`src/rtl/mem_arbiter.sv`:
```
// Round-robin arbiter sharing one single-port memory between instruction fetch and load/store.
// Every memory access is bounded by a timeout that completes the access with an error response.
module mem_arbiter #(
    parameter int ADDR_W  = 32,
    parameter int DATA_W  = 32,
    parameter int TIMEOUT = 16
) (
    input  logic                clk,
    input  logic                rst,
    input  logic                if_req,
    input  logic [ADDR_W-1:0]   if_addr,
    output logic [DATA_W-1:0]   if_rdata,
    output logic                if_ack,
    output logic                if_err,
    input  logic                d_req,
    input  logic                d_we,
    input  logic [DATA_W/8-1:0] d_be,
    input  logic [ADDR_W-1:0]   d_addr,
    input  logic [DATA_W-1:0]   d_wdata,
    output logic [DATA_W-1:0]   d_rdata,
    output logic                d_ack,
    output logic                d_err,
    output logic                mem_req,
    output logic                mem_we,
    output logic [DATA_W/8-1:0] mem_be,
    output logic [ADDR_W-1:0]   mem_addr,
    output logic [DATA_W-1:0]   mem_wdata,
    input  logic [DATA_W-1:0]   mem_rdata,
    input  logic                mem_ready
);

    // state   | meaning
    // IDLE    | no access in flight; arbitrate pending requests
    // BUSY_IF | memory access on behalf of the fetch port
    // BUSY_D  | memory access on behalf of the load/store port
    // RESP    | one-cycle ack to the served port; requests ignored

    localparam int CNT_W = (TIMEOUT > 1) ? $clog2(TIMEOUT) : 1;
    localparam logic [CNT_W-1:0] CNT_LAST = CNT_W'(TIMEOUT - 1);

    typedef enum logic [1:0] {IDLE, BUSY_IF, BUSY_D, RESP} state_t;

    state_t           state, state_next;
    logic             last_grant_d;
    logic [CNT_W-1:0] cnt;
    logic             hit, expire;

    always_ff @(posedge clk or negedge rst) begin
        if (!rst) state <= IDLE;
        else      state <= state_next;
    end

    always_comb begin
        state_next = state;
        hit        = 1'b0;
        expire     = 1'b0;
        mem_req    = 1'b0;
        mem_we     = 1'b0;
        mem_be     = '0;
        mem_addr   = '0;
        mem_wdata  = '0;
        case (state)
            IDLE: begin
                if (if_req && d_req) state_next = last_grant_d ? BUSY_IF : BUSY_D;
                else if (if_req)     state_next = BUSY_IF;
                else if (d_req)      state_next = BUSY_D;
            end
            BUSY_IF, BUSY_D: begin
                mem_req = 1'b1;
                if (state == BUSY_IF) begin
                    mem_addr = if_addr;
                    mem_be   = '1;
                end else begin
                    mem_we    = d_we;
                    mem_be    = d_be;
                    mem_addr  = d_addr;
                    mem_wdata = d_wdata;
                end
                if (mem_ready) begin
                    hit        = 1'b1;
                    state_next = RESP;
                end else if (cnt == CNT_LAST) begin
                    expire     = 1'b1;
                    state_next = RESP;
                end
            end
            RESP:    state_next = IDLE;
            default: state_next = IDLE;
        endcase
    end

    // Grant history and the per-access wait counter
    always_ff @(posedge clk or negedge rst) begin
        if (!rst) begin
            last_grant_d <= 1'b0;
            cnt          <= '0;
        end else begin
            if (state == IDLE && state_next == BUSY_IF) last_grant_d <= 1'b0;
            if (state == IDLE && state_next == BUSY_D)  last_grant_d <= 1'b1;
            if ((state == BUSY_IF || state == BUSY_D) && !hit && !expire)
                cnt <= cnt + 1'b1;
            else
                cnt <= '0;
        end
    end

    // Registered responses: acks pulse during RESP, data/error hold until the next completion
    always_ff @(posedge clk or negedge rst) begin
        if (!rst) begin
            if_ack   <= 1'b0;
            if_err   <= 1'b0;
            if_rdata <= '0;
            d_ack    <= 1'b0;
            d_err    <= 1'b0;
            d_rdata  <= '0;
        end else begin
            if_ack <= (state == BUSY_IF) && (hit || expire);
            d_ack  <= (state == BUSY_D)  && (hit || expire);
            if (state == BUSY_IF && (hit || expire)) begin
                if_rdata <= hit ? mem_rdata : '0;
                if_err   <= expire;
            end
            if (state == BUSY_D && (hit || expire)) begin
                d_rdata <= hit ? mem_rdata : '0;
                d_err   <= expire;
            end
        end
    end

endmodule

```
`config.mk`:
```
export PLATFORM = sky130hd
export DESIGN_NAME = mem_arbiter
export DESIGN_NICKNAME = d
export VERILOG_FILES = /design/src/rtl/mem_arbiter.sv
export SDC_FILE = /design/constraint.sdc
export NUM_CORES = 1
export LEC_CHECK = 0
export ABC_AREA = 1
export CAP_MARGIN = 20
export CORE_ASPECT_RATIO = 0.9
export CORE_UTILIZATION = 35
export CTS_CLUSTER_DIAMETER = 80
export DETAILED_ROUTE_END_ITERATION = 10
export PLACE_DENSITY = 0.84
export SYNTH_ARGS = -nofsm -noshare
export SYNTH_HDL_FRONTEND = slang
export SYNTH_SLANG_ARGS = --single-unit
```
`constraint.sdc`:
```
create_clock -name clk -period 1.9 [get_ports clk]
set_input_delay 0.57 -clock clk [delete_from_list [all_inputs] [get_ports clk]]
set_output_delay 0.57 -clock clk [all_outputs]
set_load 0.01 [all_outputs]
```
==> results.py <==
metrics = {
    "placement": {
        "io_buffers": 275,
        "dpl-instance-area_sq_um": 6830,
        "place_hpwl_mm": 11.5,
        "pre_cts_ws_ns": -0.472,
        "gp_congestion": 0.862,
    },
    "cts": {
        "clk_pin_slew_worst_paths_ns": 0.06,
        "root_buffer": "clkbuf_16",
        "hold_buffers": 0,
        "cts_buffers": 9,
        "cts_tree": "yes",
        "clkLatencyLatePin_ns": 0.33,
        "clock_sinks": 75,
        "h-tree-depth": 3,
        "cts_buffer_depth": 2,
    },
    "drt": {
        "detail-route-antenna-nets": 0,
        "drc_errors": 0,
        "wl_mm": 17.6,
        "detail_route.wl_per_cell_microns": 18.9,
        "num_vias": 4681,
        "drt_iter0_drc": 253,
        "drtPass1Iterations": 4,
        "viasPerCell": 5.03,
    },
    "timing": {
        "finalHoldViolations": 0,
        "finalMaxSlewViolations": 0,
        "min_period_ns": 2.33,
        "fin_skew_ns": 0.00691,
        "fmax_mhz": 429,
        "period_share_pct": 123,
        "rsz0062_at_grt": "true",
        "max_slew.worst_pin.slew_ns": 0.401,
        "setup_violations": 71,
        "setup_slack_ns": -0.428,
        "maxSlewHeadroom_pct": 73.3,
        "timing.hold.ws_ns": 0.127,
    },
    "critical_path": {
        "critPathMaxFanout": 5,
        "startpoint_type": "flop",
        "slowest_delay_ns": 0.39,
        "reg2regPathDepth": 8,
        "r2r_setup_slack_ns": 0.10,
        "path_cells": "inv_2 > buf_6 > ha_4 > buf_12 > clkbuf_16 > o21ai_2 > nor2_1 > buf_2",
        "path_buf_inv": 5,
        "critPathSlowestCell": "dfrtp_1",
        "cp_top_family": "buffers and inverters",
        "worst-setup-path-type": "reg2out",
        "critPathArrivalTime_ns": 1.76,
        "r2r-end": "if_rdata[22]",
        "cp_data_required_time_ns": 1.33,
        "r2r-start": "state[1]",
        "endpoint_kind": "output pin",
    },
    "final_layout": {
        "final_common_cell": "clkdlybuf4s50_1",
        "layout_common_cells": "clkdlybuf4s50_1, nand2_1, dfrtp_1",
        "drive_gt1_share_pct": 29.3,
        "nets": 939,
        "synthToLayoutAreaGrowth_pct": 113,
        "post-route-cell-area_sq_um": 7950,
        "final_util_pct": 77.2,
        "diodes": 0,
    },
    "floorplanning": {
        "die_x_microns": 111,
        "die_y_microns": 100,
        "ios": 276,
        "rows": 35,
        "start_util_pct": 36.3,
        "dieArea_sq_um": 11100,
        "core_sq_um": 10300,
    },
    "flow_run": {
        "drv_cap": 0,
    },
    "run_status": {
        "violations": "negative setup slack",
        "outcome": "complete, but fails checks",
    },
    "synthesis": {
        "syn_area_per_cell_sq_um": 7.59,
        "syn-num-nets": 634,
        "yosysWarnings": 0,
        "synth_cell_types": 21,
        "yosys_register_bits": 75,
        "synth_area_sq_um": 3730,
        "synthesis.instances": 492,
        "ys_seq_area_share_pct": 50.3,
    },
    "global_route": {
        "antenna_found_initial": 0,
        "grt_first_pass_wirelength_mm": 24.7,
        "grt_pass1_vias": 4751,
        "gr-usage-all-layers_pct": 28.3,
        "grt_overflow": 0,
        "grt_max_degree": 38,
    },
    "worst_hold_path": {
        "hold_class": "in2async",
    },
    "power": {
        "p_total_w": 0.0145,
        "peakVddDrop_mv": 1.27,
        "power_density_nw_per_um2": 1830,
        "p_leak_nw": 3.59,
    },
}
-- where the power goes --
part,switching [W],internal [W]
sequential,0.000388,0.00225
combinational,0.00513,0.00514
clock,0.000714,0.000905
-- stage by stage --
stage / setup TNS [ns] / instances
after floorplan: 0 / 492
after global placement: -27.27 / 888
after detailed placement: -28.27 / 888
after CTS: -22.54 / 927
after global routing: -29.19 / 931
final: -25.83 / 931
-- worst reg2reg max path, stage by stage, from the launching register on --
cell and delay [ns]:
dfrtp_1 0.39, inv_2 0.09, buf_6 0.10, ha_4 0.20, clkinv_8 0.12, clkbuf_16 0.21, buf_4 0.14, buf_4 0.24
o21ai_1 0.22
-- worst max-delay path by stage --
stage                     cells after the start  slack, ns   startpoint           end
final                                         8      -0.43     state[1]   mem_addr[7]
after global routing                          8      -0.48     state[0]   mem_addr[1]
after CTS                                     9      -0.39     state[1]  mem_addr[30]
after detailed placement                      4      -0.47  if_addr[29]  mem_addr[29]
after global placement                        4      -0.48  if_addr[29]  mem_addr[29]
after floorplan                               6      0.008     state[1]  mem_addr[10]
-- Yosys cell counts --
library cell,instances,area [sq um]
clkbuf_1,10,37.5
a21boi_0,1,7.51
o21ai_1,58,290
nand2_4,1,11.3
dfrtp_1,75,1880
nand3_4,2,35.0
xnor2_1,1,8.76
nand2_1,112,420
buf_2,12,60.1
nor2_1,110,413
buf_6,6,67.6
o21ai_0,41,205
nand3_2,1,10.0
inv_2,1,3.75
a21oi_1,1,5.00
ha_1,4,50.1
xor2_1,1,8.76
nand2_2,2,12.5
buf_4,2,15.0
inv_1,47,176
nand3_1,4,20.0
-- cell type report --
type / count / area [sq um]
tap: 129 / 161
clock buffer: 9 / 225
multi-input combinational: 339 / 2040
clock inverter: 7 / 57.6
inverter: 48 / 193
fill: 634 / 2340
timing repair buffer: 324 / 3390
sequential: 75 / 1880
-- state kept, by name, summed over array words and instances, names as in the netlist --
register      flops
d_rdata          32
if_rdata         32
d_ack             1
if_err            1
last_grant_d      1
cnt               4
state             2
d_err             1
if_ack            1
-- what timing repair did --
action                     in CTS  in global routing
buffers inserted               13                  2
gates cloned                   10                  4
gates resized for setup       386                109
pin swaps                       7                 26
hold endpoints to repair        0                  0
setup endpoints to repair      70                 70
-- metal layers --
| metal | up-vias | share of wire, % | GRT usage, % |
|---|---|---|---|
| li1 | 2145 | - | - |
| met1 | 2209 | 37 | 33.7 |
| met2 | 263 | 50 | 48.4 |
| met3 | 64 | 7.7 | 7.79 |
| met4 | 0 | 5.1 | 12.6 |
| met5 | - | 0 | 0 |
-- kinds of logic after synthesis --
logic type                 synth area share, %
AOI/OAI and AO/OA                         13.6
xor gates and xnor gates                 0.469
adders and majority gates                 1.34
buffers and inverters                     9.65
DFF                                       50.3
and+or+nand+nor                           24.7
(Power assumes the default switching activity.)
